File: src/rtl/regfile_arb_pkg.sv
// Shared types and default sizes for the two-client register-file arbiter.
// Imported by the top and the round-robin grant sub-module.
package regfile_arb_pkg;

    localparam int AW_DEF = 2;
    localparam int DW_DEF = 4;

    typedef enum logic {ST_INIT, ST_RUN} state_e;
    typedef enum logic {OWN_A, OWN_B} owner_e;

endpackage

File: src/rtl/rr_arb2.sv
// Two-way round-robin grant: on a tie the requester that did not win last time is granted.
// The LAST register moves only on an edge where a grant (and therefore a handshake) occurs.
module rr_arb2
    import regfile_arb_pkg::*;
(
    input  logic clk,
    input  logic rst_n,
    input  logic en,
    input  logic a_req,
    input  logic b_req,
    output logic a_gnt,
    output logic b_gnt
);

    owner_e last_q, last_d;

    always_comb begin
        a_gnt  = en & a_req & (~b_req | (last_q == OWN_B));
        b_gnt  = en & b_req & (~a_req | (last_q == OWN_A));
        last_d = last_q;
        if (a_gnt) begin
            last_d = OWN_A;
        end else if (b_gnt) begin
            last_d = OWN_B;
        end
    end

    // Reset value OWN_B lets A win the first tie.
    always_ff @(posedge clk or negedge rst_n) begin
        if (!rst_n) begin
            last_q <= OWN_B;
        end else begin
            last_q <= last_d;
        end
    end

endmodule

File: src/rtl/regfile_arbiter.sv
// Shares one single-port register file between clients A and B: zero-fill sweep after
// reset or CLR, then one round-robin command per cycle with read data routed to its owner.
module regfile_arbiter
    import regfile_arb_pkg::*;
#(
    parameter int AW = AW_DEF,
    parameter int DW = DW_DEF
) (
    input  logic          CLK,
    input  logic          RSTn,
    input  logic          CLR,
    input  logic          A_REQ,
    input  logic          A_WE,
    input  logic [AW-1:0] A_ADDR,
    input  logic [DW-1:0] A_DIN,
    output logic          A_GNT,
    output logic          A_RVALID,
    output logic [DW-1:0] A_RDATA,
    input  logic          B_REQ,
    input  logic          B_WE,
    input  logic [AW-1:0] B_ADDR,
    input  logic [DW-1:0] B_DIN,
    output logic          B_GNT,
    output logic          B_RVALID,
    output logic [DW-1:0] B_RDATA,
    output logic [AW-1:0] RF_ADDR,
    output logic          RF_WE,
    output logic [DW-1:0] RF_DIN,
    input  logic [DW-1:0] RF_DOUT,
    output logic          BUSY
);

    localparam logic [AW-1:0] PTR_MAX = '1;

    state_e        state_q, state_d;
    logic [AW-1:0] ptr_q, ptr_d;
    logic [AW-1:0] rf_addr_q, rf_addr_d;
    logic          rf_we_q, rf_we_d;
    logic [DW-1:0] rf_din_q, rf_din_d;
    logic          pend_q, pend_d;
    owner_e        owner_q, owner_d;
    logic          a_rvalid_q, a_rvalid_d;
    logic          b_rvalid_q, b_rvalid_d;
    logic [DW-1:0] a_rdata_q, a_rdata_d;
    logic [DW-1:0] b_rdata_q, b_rdata_d;
    logic          arb_en;

    // Handshake: a command transfers on the edge where REQ & GNT. GNT is combinational and
    // may be withheld any cycle, so a client holds REQ and its WE/ADDR/DIN stable until then.
    assign arb_en = (state_q == ST_RUN) & ~CLR;

    rr_arb2 u_arb (
        .clk   (CLK),
        .rst_n (RSTn),
        .en    (arb_en),
        .a_req (A_REQ),
        .b_req (B_REQ),
        .a_gnt (A_GNT),
        .b_gnt (B_GNT)
    );

    always_comb begin
        state_d    = state_q;
        ptr_d      = ptr_q;
        rf_addr_d  = rf_addr_q;
        rf_we_d    = 1'b0;
        rf_din_d   = rf_din_q;
        pend_d     = 1'b0;
        owner_d    = owner_q;
        a_rvalid_d = 1'b0;
        b_rvalid_d = 1'b0;
        a_rdata_d  = a_rdata_q;
        b_rdata_d  = b_rdata_q;

        // A read driven last cycle returns regardless of CLR.
        if (pend_q) begin
            if (owner_q == OWN_A) begin
                a_rvalid_d = 1'b1;
                a_rdata_d  = RF_DOUT;
            end else begin
                b_rvalid_d = 1'b1;
                b_rdata_d  = RF_DOUT;
            end
        end

        if (CLR) begin
            state_d = ST_INIT;
            ptr_d   = '0;
        end else if (state_q == ST_INIT) begin
            if (rf_we_q && (rf_addr_q == PTR_MAX)) begin
                state_d = ST_RUN;
            end else begin
                rf_we_d   = 1'b1;
                rf_addr_d = ptr_q;
                rf_din_d  = '0;
                if (ptr_q != PTR_MAX) begin
                    ptr_d = ptr_q + 1'b1;
                end
            end
        end else if (A_GNT) begin
            rf_we_d   = A_WE;
            rf_addr_d = A_ADDR;
            rf_din_d  = A_DIN;
            pend_d    = ~A_WE;
            owner_d   = OWN_A;
        end else if (B_GNT) begin
            rf_we_d   = B_WE;
            rf_addr_d = B_ADDR;
            rf_din_d  = B_DIN;
            pend_d    = ~B_WE;
            owner_d   = OWN_B;
        end
    end

    always_ff @(posedge CLK or negedge RSTn) begin
        if (!RSTn) begin
            state_q    <= ST_INIT;
            ptr_q      <= '0;
            rf_addr_q  <= '0;
            rf_we_q    <= 1'b0;
            rf_din_q   <= '0;
            pend_q     <= 1'b0;
            owner_q    <= OWN_A;
            a_rvalid_q <= 1'b0;
            b_rvalid_q <= 1'b0;
            a_rdata_q  <= '0;
            b_rdata_q  <= '0;
        end else begin
            state_q    <= state_d;
            ptr_q      <= ptr_d;
            rf_addr_q  <= rf_addr_d;
            rf_we_q    <= rf_we_d;
            rf_din_q   <= rf_din_d;
            pend_q     <= pend_d;
            owner_q    <= owner_d;
            a_rvalid_q <= a_rvalid_d;
            b_rvalid_q <= b_rvalid_d;
            a_rdata_q  <= a_rdata_d;
            b_rdata_q  <= b_rdata_d;
        end
    end

    assign RF_ADDR  = rf_addr_q;
    assign RF_WE    = rf_we_q;
    assign RF_DIN   = rf_din_q;
    assign A_RVALID = a_rvalid_q;
    assign A_RDATA  = a_rdata_q;
    assign B_RVALID = b_rvalid_q;
    assign B_RDATA  = b_rdata_q;
    assign BUSY     = (state_q == ST_INIT);

endmodule
File: config.mk
export PLATFORM = sky130hd
export DESIGN_NAME = regfile_arbiter
export DESIGN_NICKNAME = d
export VERILOG_FILES = /design/src/rtl/regfile_arb_pkg.sv /design/src/rtl/rr_arb2.sv /design/src/rtl/regfile_arbiter.sv
export SDC_FILE = /design/constraint.sdc
export NUM_CORES = 1
export LEC_CHECK = 0
export CAP_MARGIN = 0
export CORE_ASPECT_RATIO = 0.5
export CORE_UTILIZATION = 38
export DETAILED_ROUTE_END_ITERATION = 8
export PLACE_DENSITY = 0.85
export SLEW_MARGIN = 20
export SYNTH_ARGS = -nofsm -noshare
export SYNTH_HDL_FRONTEND = slang
export SYNTH_SLANG_ARGS = --single-unit
File: constraint.sdc
create_clock -name CLK -period 1.3 [get_ports CLK]
set_input_delay 0.39 -clock CLK [delete_from_list [all_inputs] [get_ports CLK]]
set_output_delay 0.39 -clock CLK [all_outputs]
set_load 0.005 [all_outputs]
# After elaboration in Yosys (flattened, before gate mapping)
# Index checks and enable logic that the tools add are counted.
dict set report word_totals {
  ff_bits 23
  input_bits 23
  output_inout_bits 20
  wordCells 72
}
dict set report classes {
  add_sub_neg 1
  n_eq_ne 6
  muxes 30
  bitwise 15
  reduce_logical 8
}
# op count
set ops {}
lappend ops {{2-to-1 mux 1 bit} 18}
lappend ops {{2-to-1 mux 2 bit} 8}
lappend ops {{2-to-1 mux 4 bit} 4}
lappend ops {{AND reduction 3 bit} 3}
lappend ops {{!= test 2 bit, second input constant} 4}
lappend ops {{NOT 1 bit} 8}
lappend ops {{AND 1 bit} 5}
lappend ops {{AND reduction 2 bit} 2}
lappend ops {{nonzero test 2 bit} 2}
lappend ops {{!= test 3 bit, second input constant} 1}
lappend ops {{adder 2 x 1 -> 2 bit, second input constant} 1}
lappend ops {{== test 2 bit, second input constant} 1}
lappend ops {{OR 1 bit} 2}
lappend ops {{logical AND 1 bit} 1}

# Depth between registers and ports, before layout
dict set report logic_depth {
  word_depth 8
  depth_mapped 4
  ltp_nobuf 4
}

# By module
# From an unflattened synthesis, not the netlist that was laid out.
dict set report hier_totals {
  cells_unflattened 86
  hier_area_um2 1023.5
}
# module n_inst cells_per_inst area_per_inst_um2 seq_area_each_um2
set by_module_without_submodules {}
lappend by_module_without_submodules {regfile_arbiter 1 78 960.9 550.5}
lappend by_module_without_submodules {rr_arb2 1 8 62.6 26.3}

# Least setup slack after synthesis
# OpenSTA, ideal clock, no wires.
dict set report synth_path {
  path_kind {reg2reg}
  start {register rf_we_q, in the netlist RF_WE}
  end {register rf_addr_q[0], in the netlist RF_ADDR[0]}
  setup_time_ns 0.125
  t_arrival_ns 1.254
  t_required_ns 1.175
  slack_ns -0.079
  path_stages_with_launch 4
  path_buffers 0
  period_less_slack_ns 1.379
  path_cell_list {dfrtp_1 -> and3_1 -> o31ai_4 -> mux2_2}
}
dict set report synth_via {
  elab_chain_cells 3
}
# item line
set synth_rtl {}
lappend synth_rtl {{start: declaration} regfile_arbiter.sv:38} ;# logic rf_we_q, rf_we_d;
lappend synth_rtl {{start signal: assignment} regfile_arbiter.sv:132} ;# rf_we_q <= rf_we_d;
lappend synth_rtl {{logical AND 1 bit} regfile_arbiter.sv:90} ;# if (rf_we_q && (rf_addr_q == PTR_MAX)) begin
lappend synth_rtl {{!= test 2 bit (no line)} -}
lappend synth_rtl {{AND reduction 3 bit (no line)} -}
lappend synth_rtl {{end signal: assignment} regfile_arbiter.sv:131} ;# rf_addr_q <= rf_addr_d;
lappend synth_rtl {{end: declaration} regfile_arbiter.sv:37} ;# logic [AW-1:0] rf_addr_q, rf_addr_d;
# No other way between the ends.
# A chain may end at the register's enable or synchronous reset.

# Final worst setup path
dict set report layout_path {
  start {register u_arb.last_q}
  end {output port A_GNT}
}
dict set report layout_via {
  elab_chain_cells 2
}
# item line
set layout_rtl {}
lappend layout_rtl {{start: declaration} rr_arb2.sv:15} ;# owner_e last_q, last_d;
lappend layout_rtl {{start signal: assignment} rr_arb2.sv:33} ;# last_q <= last_d;
lappend layout_rtl {{OR 1 bit} rr_arb2.sv:18} ;# a_gnt = en & a_req & (~b_req | (last_q == OWN_B));
lappend layout_rtl {{AND 1 bit} rr_arb2.sv:18}
lappend layout_rtl {{end: declaration} regfile_arbiter.sv:16} ;# output logic A_GNT,
# No other way between the ends.

==> flow_metrics.py <==
metrics = {
    "synthesis": {
        "synthMuxAreaShare_pct": 20.37,
        "syn_inst": 88,
        "ys_seq_elements": 23,
        "avgSynthCellArea_sq_um": 12.14,
        "synth-simple-area-share_pct": 12.53,
        "syn_nets": 112,
        "yosys.area.top_type": "dfrtp_1",
        "synth_top_family_by_area": "multiplexers",
        "synth_top_area_share_pct": 51.52,
        "synth_compound_area_share_pct": 7.963,
        "netlist_area_sq_um": 1069,
        "synth_xor_area_share_pct": 0.8197,
        "synthTopCellsByArea": "dfrtp_1 52%, mux2_2 15%, mux2i_1 5.6%",
        "synth_fa_ha_area_share_pct": 1.171,
        "yosysSeqAreaShare_pct": 53.98,
        "ys_warn_count": 0,
        "synth.distinct_cells": 26,
    },
    "floorplanning": {
        "design.die.area_sq_um": 3041,
        "rows": 13,
        "fp.dieW_um": 76.99,
        "core_sq_um": 2635,
        "die_h_um": 39.50,
        "io_pins": 43,
        "initial_core_util_pct": 40.55,
    },
    "place": {
        "port_buffers": 42,
        "dp.final_hpwl_mm": 2.007,
        "place.gp.congestion": 0.8672,
        "dp_slack_ns": -0.8626,
        "placedCellCount": 182,
    },
    "power_and_ir_drop": {
        "power.leakage_nw": 0.9726,
        "power.total_mw": 2.820,
        "power_density_nw_per_um2": 1461,
        "vdd_ir_drop_max_mv": 0.9864,
    },
    "timing": {
        "finalHoldViolCount": 0,
        "maxSlewViolCount": 0,
        "fin_crit_sh_pct": 121.8,
        "period_needed_ns": 1.583,
        "hold_slack_ns": 0.4632,
        "tns_ns": -2.337,
        "worst_slack_ns": -0.2833,
        "skew_ns": 0.0009086,
        "worst_pin_slew_ns": 0.2917,
        "slew_headroom_pct": 80.55,
        "finalSetupViolations": 17,
        "rsz0062_at_grt": "yes",
        "fmax_mhz": 631.6,
    },
    "cts": {
        "cts_sinks": 23,
        "cts_tree": "done",
        "path_clk_slew_ns": 0.08,
        "cts_buffers": 3,
        "cts_root_buffer": "clkbuf_8",
        "clk_latency_ns": 0.27,
        "cts_htree_levels": 1,
        "clock_path_buffers": 2,
        "post_cts_hold_buffer_count": 0,
    },
    "run": {
        "drv_cap": 0,
    },
    "global_routing": {
        "overflow": 0,
        "grt_start_max_net_pins": 24,
        "grt.total_usage_pct": 21.60,
        "grt_pass1_vias": 930,
        "grt_pass1_wl_mm": 4.588,
        "antenna_found_initial": 0,
    },
    "drt": {
        "drtIter0Drc": 63,
        "avgRoutedWirePerCell_um": 16.95,
        "routed_wl_mm": 3.407,
        "drc_errors": 0,
        "ant_nets": 0,
        "vias_per_cell": 4.900,
        "first_pass_iters": 4,
        "num_vias": 985,
    },
    "setup_path": {
        "crit_type": "reg -> out",
        "cp_max_fo": 2,
        "critPathRequiredTime_ns": 0.91,
        "cp-end-kind": "output pin",
        "startpoint_type": "register",
        "arrival_ns": 1.19,
    },
    "run_status": {
        "violations": "negative setup slack",
        "status": "complete, but fails checks",
    },
    "layout": {
        "finalNetCount": 189,
        "n_antenna_cell": 0,
        "final_cell_mix": "22 x dfrtp_1, 20 x buf_4, 19 x clkdlybuf4s50_1, 15 x buf_6, 13 x clkdlybuf4s15_1",
        "fin_cells": 201,
        "final_common_cell": "dfrtp_1",
        "syn_to_final_growth_pct": 80.68,
        "drive_gt1_share_pct": 42.07,
    },
    "min_path": {
        "hp-class": "in -> async",
    },
}
[metal layers]
metal	routed length [um]	global-route usage, %	part of all wire (%)
met1	1409	25.89	41
met3	139	5.814	4.1
met4	85	7.547	2.5
met2	1773	39.06	52
met5	0	0	0
[repair_timing]
item | CTS | global route
setup buffers | 11 | 5
gates resized for setup | 73 | 13
pin swaps | 4 | 3
endpoints found under the setup margin | 32 | 21
[where the power goes]
part / total [mW] / internal (mW) / switching (mW)
logic: 1.30 / 0.830 / 0.475
clock network: 0.452 / 0.215 / 0.237
registers: 1.06 / 0.924 / 0.140
[worst paths after layout]
kind                              startpoint           end  slack [ns]  depth (start not counted)
worst max-delay path            u_arb.last_q         A_GNT       -0.28                          4
worst min-delay path                    RSTn    B_RDATA[2]        0.46                          2
worst max register to register    RF_ADDR[0]     RF_DIN[2]       -0.23                          4
worst min register to register    B_RDATA[0]    B_RDATA[0]        0.51                          1
max in group asynchronous               RSTn  u_arb.last_q        0.62                          2
min in group CLK                  B_RDATA[0]    B_RDATA[0]        0.51                          1
[area by class of cell]
class                   count  area (sq um)
flip-flops and latches     23         576.8
repair buffers             74         714.4
well taps                  37         46.29
clock buffers               3         41.29
inverters                   7         28.78
clock inverters             1         5.005
multi-input cells          56         518.0
fillers                   168         704.4
[cell usage after synthesis (all sizes together)]
master  number
o31ai        1
and2b        1
nor2         4
o21a         1
clkbuf       2
xnor2        1
nand2b       2
nor2b        4
nor3         1
a21boi       1
mux2i        6
and3         1
nand2        6
a21o         1
nand3        4
o21ai        3
dfrtp       22
ha           1
a31oi        2
a21oi        2
dfstp        1
inv          7
mux2        14
[per-stage QoR]
stage / instance area (sq um) / utilization, %
3_5_place_dp: 1684 / 63.91
6_report: 1931 / 73.27
5_1_grt: 1931 / 73.27
2_1_floorplan: 1085 / -
4_1_cts: 1864 / 70.75
3_3_place_gp: 1684 / 63.91
[critical path, stage by stage (launching register included)]
cell and delay (ns):
dfstp_2 0.55, nand2b_4 0.14, nand3_4 0.08, inv_2 0.07, buf_6 0.08
[registers in the layout (all words and copies together), names as in the netlist]
signal and cells:
A_RDATA 4, B_RDATA 4, RF_DIN 4, RF_ADDR 2
ptr_q 2, A_RVALID 1, B_RVALID 1, RF_WE 1
owner_q 1, pend_q 1, state_q 1, u_arb.last_q 1
[logic make-up after synthesis]
group,count (synthesis)
AO/OA/AOI/OAI,11
XOR/XNOR,1
adder cells (fa/ha/maj),1
buffers and inverters,9
flip-flops,23
multiplexers,20
AND/OR/NAND/NOR,23
Note: power is estimated with default switching activity, not from simulation.
